File: src/rtl/score_pulse_gen.sv
// Score pulse generator: accumulates scoring events in a saturating pending
// counter and drains them as evenly spaced single-point pulses on des.
module score_pulse_gen #(
    parameter int PULSE_CYCLES = 4,
    parameter int GAP_CYCLES   = 4,
    parameter int PEND_W       = 4
) (
    input  logic              clk,
    input  logic              reset_n,
    input  logic              hit_valid,
    input  logic [2:0]        hit_points,
    input  logic              clear,
    output logic              des,
    output logic [PEND_W-1:0] pending,
    output logic              busy,
    output logic              overflow
);

    localparam int MAX_CYCLES = (PULSE_CYCLES > GAP_CYCLES) ? PULSE_CYCLES : GAP_CYCLES;
    localparam int CNT_W      = (MAX_CYCLES > 1) ? $clog2(MAX_CYCLES) : 1;
    localparam logic [CNT_W-1:0] PULSE_LOAD = CNT_W'(PULSE_CYCLES - 1);
    localparam logic [CNT_W-1:0] GAP_LOAD   = CNT_W'(GAP_CYCLES - 1);
    localparam logic [PEND_W:0]  PEND_MAX   = {1'b0, {PEND_W{1'b1}}};

    typedef enum logic [1:0] {
        ST_IDLE = 2'd0,
        ST_HIGH = 2'd1,
        ST_LOW  = 2'd2
    } state_t;

    state_t             state, state_next;
    logic [CNT_W-1:0]   cnt, cnt_next;
    logic               dec;
    logic [PEND_W:0]    add_ext;
    logic [PEND_W:0]    sum;
    logic [PEND_W-1:0]  pending_next;
    logic               overflow_next;

    always_comb begin
        state_next = state;
        cnt_next   = cnt;
        dec        = 1'b0;
        case (state)
            ST_IDLE: begin
                if (!clear && pending != '0) begin
                    state_next = ST_HIGH;
                    cnt_next   = PULSE_LOAD;
                    dec        = 1'b1;
                end
            end
            ST_HIGH: begin
                // A clear cuts the pulse short but still honours a full gap.
                if (clear || cnt == '0) begin
                    state_next = ST_LOW;
                    cnt_next   = GAP_LOAD;
                end else begin
                    cnt_next = cnt - CNT_W'(1);
                end
            end
            ST_LOW: begin
                if (cnt != '0) begin
                    cnt_next = cnt - CNT_W'(1);
                end else if (!clear && pending != '0) begin
                    state_next = ST_HIGH;
                    cnt_next   = PULSE_LOAD;
                    dec        = 1'b1;
                end else begin
                    state_next = ST_IDLE;
                end
            end
            default: begin
                state_next = ST_IDLE;
                cnt_next   = '0;
            end
        endcase
    end

    // One extra bit of headroom detects saturation; dec only fires with pending != 0.
    always_comb begin
        add_ext       = hit_valid ? {{(PEND_W-2){1'b0}}, hit_points} : '0;
        sum           = {1'b0, pending} + add_ext - {{PEND_W{1'b0}}, dec};
        pending_next  = sum[PEND_W-1:0];
        overflow_next = overflow;
        if (clear) begin
            pending_next  = '0;
            overflow_next = 1'b0;
        end else if (sum > PEND_MAX) begin
            pending_next  = PEND_MAX[PEND_W-1:0];
            overflow_next = 1'b1;
        end
    end

    always_ff @(posedge clk or negedge reset_n) begin
        if (!reset_n) begin
            state    <= ST_IDLE;
            cnt      <= '0;
            des      <= 1'b0;
            pending  <= '0;
            overflow <= 1'b0;
        end else begin
            state    <= state_next;
            cnt      <= cnt_next;
            des      <= (state_next == ST_HIGH);
            pending  <= pending_next;
            overflow <= overflow_next;
        end
    end

    assign busy = (state != ST_IDLE) || (pending != '0);

endmodule

File: config.mk
export PLATFORM = sky130hd
export DESIGN_NAME = score_pulse_gen
export DESIGN_NICKNAME = d
export VERILOG_FILES = /design/src/rtl/score_pulse_gen.sv
export SDC_FILE = /design/constraint.sdc
export NUM_CORES = 1
export LEC_CHECK = 0
export BUFFER_PORTS_ARGS = -buffer_cell sky130_fd_sc_hd__buf_2
export CAP_MARGIN = 20
export CORE_MARGIN = 2
export CORE_UTILIZATION = 45
export DETAILED_ROUTE_END_ITERATION = 16
export GPL_TIMING_DRIVEN = 0
export PLACE_DENSITY_LB_ADDON = 0.1
export SKIP_LAST_GASP = 1
export SYNTH_ARGS = -nofsm -noshare
export SYNTH_HDL_FRONTEND = slang
export SYNTH_SLANG_ARGS = --single-unit
export TNS_END_PERCENT = 20
File: constraint.sdc
create_clock -name clk -period 8.6 [get_ports clk]
set_input_delay 1.29 -clock clk [delete_from_list [all_inputs] [get_ports clk]]
set_output_delay 1.29 -clock clk [all_outputs]
set_load 0.05 [all_outputs]
Yosys cells after proc, flatten, opt, wreduce, memory -nomap -nowiden
Cells that the tools add are included.
- register bits after elaboration: 10
- word-level logic and storage cells: 39
- $lt $le $gt $ge: 1
- eq/ne operators: 3
- mux-type cells: 17
- reduce and logical (&&, ||, !) cells: 10
- $add $sub $neg: 3
- operator list (kind ; number):
    $mux W2 ; 6
    $pmux W2 S3 ; 2
    $mux W4 ; 2
    $reduce_bool A2 Y1 ; 3
    $add A4 B3 Y5 ; 1
    $gt A5 B4 Y1 const B ; 1
    $mux W1 ; 5
    $sub A5 B1 Y5 ; 1
    $eq A2 B1 Y1 const B ; 2
    $logic_not A2 Y1 ; 2
    $reduce_bool A4 Y1 ; 1
    $mux W3 ; 1
    $eq A2 B2 Y1 const B ; 1
    $logic_or A1 B1 Y1 ; 2
    $pmux W1 S2 ; 1
    $sub A2 B1 Y2 const B ; 1
    $logic_and A1 B1 Y1 ; 1
    $logic_not A1 Y1 ; 1

Logic depth before layout (Yosys ltp)
- depth after elaboration: 9
- depth in mapped cells: 14
- depth with buffers taken out: 14

Worst setup path after synthesis
Ideal clock, no wire load.
- kind: input-to-reg
- start point: input clear
- end point: register overflow
- library setup time: 0.133 ns
- arrival time: 3.196 ns
- stages: 11
- path slack: 5.270 ns
- cell sequence: or3_4 nor2_1 ha_1 inv_1 ha_1 inv_1 fa_1 nand2b_1 a21oi_1 xnor2_1 a21oi_1
- cells in the longest elaborated chain, start to end: 8
- RTL lines (element ; line ; RTL):
    start: declaration ; 12 ; input logic clear,
    $logic_not A1 Y1 ; 45, 63 ;
    $logic_and A1 B1 Y1 ; 45, 63 ;
    $mux W1 ; 45, 63 ;
    $mux W1 ; 61 ; if (cnt != '0) begin
    $pmux W1 S2 ; 43 ; case (state)
    $sub A5 B1 Y5 ; 81 ; sum = {1'b0, pending} + add_ext - {{PEND_W{1'b0}}, dec};
    $gt A5 B4 Y1 ; 87 ; end else if (sum > PEND_MAX) begin
    $reduce_bool A2 Y1 (no line) ; -- ;
    end signal: assignment ; 105 ; overflow <= overflow_next;
    end: declaration ; 16 ; output logic overflow
Several ways; a longest one is shown, not always the timed one.
A chain may end at the register's enable or synchronous reset.

Worst setup path after layout
Ends and elaborated chain as after synthesis.

==> flow_metrics.tcl <==
set metrics [dict create \
    async_flop_share_pct 100.0 \
    end_kind "flop" \
    wl_per_cell_um 11.83 \
    worstPathRequired_ns 8.74 \
    synth.avg_cell_area_um2 9.170 \
    setup_tns_ns 0 \
    slew_headroom_pct 70.35 \
    ys.flop_type "dfrtp_1" \
    critPathBufInv 3 \
    ys_ff_latch 10 \
    min_from "overflow" \
    cts.repair.resized 0 \
    cts.sinks 10 \
    clock.fmax_mhz 300.7 \
    drv_slew 0 \
    hold_slack_ns 0.5184 \
    min_period_ns 3.326 \
    worstReg2RegStart "cnt[0]" \
    postCtsSetupRepairBufs 0 \
    die-area_mm2 0.001880 \
    cp-startpoint "clear" \
    grt_max_degree 11 \
    cts_root_buf "clkbuf_4" \
    fin_nets 110 \
    antenna_found_initial 0 \
    hold_viol 0 \
    io_buffers 13 \
    synth_area_um2 696.9 \
    dpl.hpwl_um 987.3 \
    synth_fp_nets 92 \
    place.gp.congestion 0.7782 \
    htree_levels 1 \
    numCtsBuffers 3 \
    seq_area_frac_synth_pct 35.91 \
    synth.most_common_cell "inv_1" \
    crit_chain "buf_2 > or3_4 > nor2_1 > ha_1 > inv_1 > ha_1 > inv_1 > fa_1 > nand2b_1 > a21oi_1 > xnor2_1 > a21oi_1" \
    synth_common_cells "inv_1, dfrtp_1, a21oi_1, ha_1, nor2_1" \
    drive_gt1_share_pct 26.88 \
    drt_iter0_markers 11 \
    max_stage_delay_ns 0.39 \
    start_kind "primary input" \
    crit_family "adder cells" \
    synth.distinct_cells 26 \
    slowest_stage "or3_4" \
    post-route-period-util_pct 38.67 \
    drc_errors 0 \
    clk_latency_ns 0.27 \
    synth_area_leader_cell "dfrtp_1" \
    cp_max_fo 5 \
    post_drt_via_cell_ratio 5.055 \
    antenna_cells 0 \
    finalNonFillerCells 109 \
    finalSetupViolations 0 \
    grt_first_pass_wirelength_um 2366 \
    core_area_mm2 0.001471 \
    status "finished, final reports clean" \
    synth_top_area_share_pct 35.91 \
    fin_area_um2 818.3 \
    place_area_um2 782.0 \
    clkTransAtPathRegs_ns 0.07 \
    synthTopCellsByArea "dfrtp_1, ha_1, inv_1" \
    die_w_um 43.36 \
    drt-total-wl_um 1289 \
    max_cap_viol_count 0 \
    synth_edf_count 0 \
    io_pins 14 \
    yosysWarnings 0 \
    rows 14 \
    tightest_slew_ns 0.4417 \
    clock_skew_ns 0.005278 \
    area.growth.synth_to_final_pct 17.41 \
    critical_path_class "in -> reg" \
    hold_path.class "reg -> reg" \
    place_inst 105 \
    synthCells 76 \
    vias 551 \
    cts_tree "built" \
    antenna_left 0 \
    grt_pass1_vias 546 \
    first_pass_iters 3 \
    cts_hold_buffers 0 \
    die_y_um 43.36 \
    crit_arrival_ns 3.46 \
    grt_remaining_overflow 0 \
    floorplan.initialDensity_pct 47.36 \
    clockBufferDepth 2 \
    track_usage_pct 17.39 \
    rsz0062_at_grt "false" \
]
## cells by family after synthesis
family                     Yosys count  synth area share [%]
xor gates and xnor gates             3                 3.771
buffers and inverters               17                 9.515
muxes                                2                 3.052
adders and majority gates            9                 17.24
DFF                                 10                 35.91
and+or+nand+nor                     17                 14.54
AOI/OAI and AO/OA                   18                 15.98
## stage by stage
stage / setup slack (ns) / utilization, %
after global placement: 4.992 / 53.15
after floorplan: 5.270 / -
after global routing: 5.094 / 55.61
after CTS: 5.254 / 55.61
after detailed placement: 4.966 / 53.15
final: 5.274 / 55.61
## routing by layer
| layer | wire, um | up-vias | GRT usage, % |
|---|---|---|---|
| li1 | - | 285 | - |
| met1 | 690 | 252 | 25.07 |
| met2 | 509 | 12 | 23.28 |
| met3 | 71 | 2 | 5.417 |
| met4 | 17 | 0 | 9.091 |
| met5 | 0 | - | 0 |
## sequential cells by signal, indices dropped and copies added, names as in the netlist
register	flops
state	2
des	1
pending	4
overflow	1
cnt	2
## final timing paths
path	to	slack [ns]	depth (start not counted)
max in group asynchronous	pending[2]	7.54	1
setup / recovery	overflow	5.27	12
hold reg to reg	overflow	0.52	2
setup reg to reg	overflow	5.57	14
min in group asynchronous	cnt[1]	0.86	1
hold / removal	overflow	0.52	2
## worst register-to-register path: cells and delay by family (launching register included)
kind	cells	cell delay, ns
and+or+nand+nor	4	0.70
buffers and inverters	3	0.19
AOI/OAI and AO/OA	2	0.28
xor gates and xnor gates	1	0.26
DFF	1	0.43
adders and majority gates	4	1.06
## cells in the final DEF, fill, tap and decap left out, types with 2 or more instances in the layout
cell type	Yosys	routed
o21ai_0	2	2
clkbuf_4	0	3
ha_1	8	8
a2111oi_0	2	2
nor2_1	6	6
nand2_1	4	4
xor2_1	2	2
dfrtp_1	10	10
a21oi_1	9	9
buf_2	2	15
inv_1	15	15
## final cells by class
class                   count  area, um^2
plain buffers               2       10.01
clock buffers               4       36.28
fillers                   144       653.1
inverters                  15       56.30
multi-input cells          49       380.4
flip-flops and latches     10       250.2
well taps                  16       20.02
repair buffers             13       65.06
Power is not shown: default switching activity piles up to over one toggle a cycle in this logic, so the estimate is an artifact.
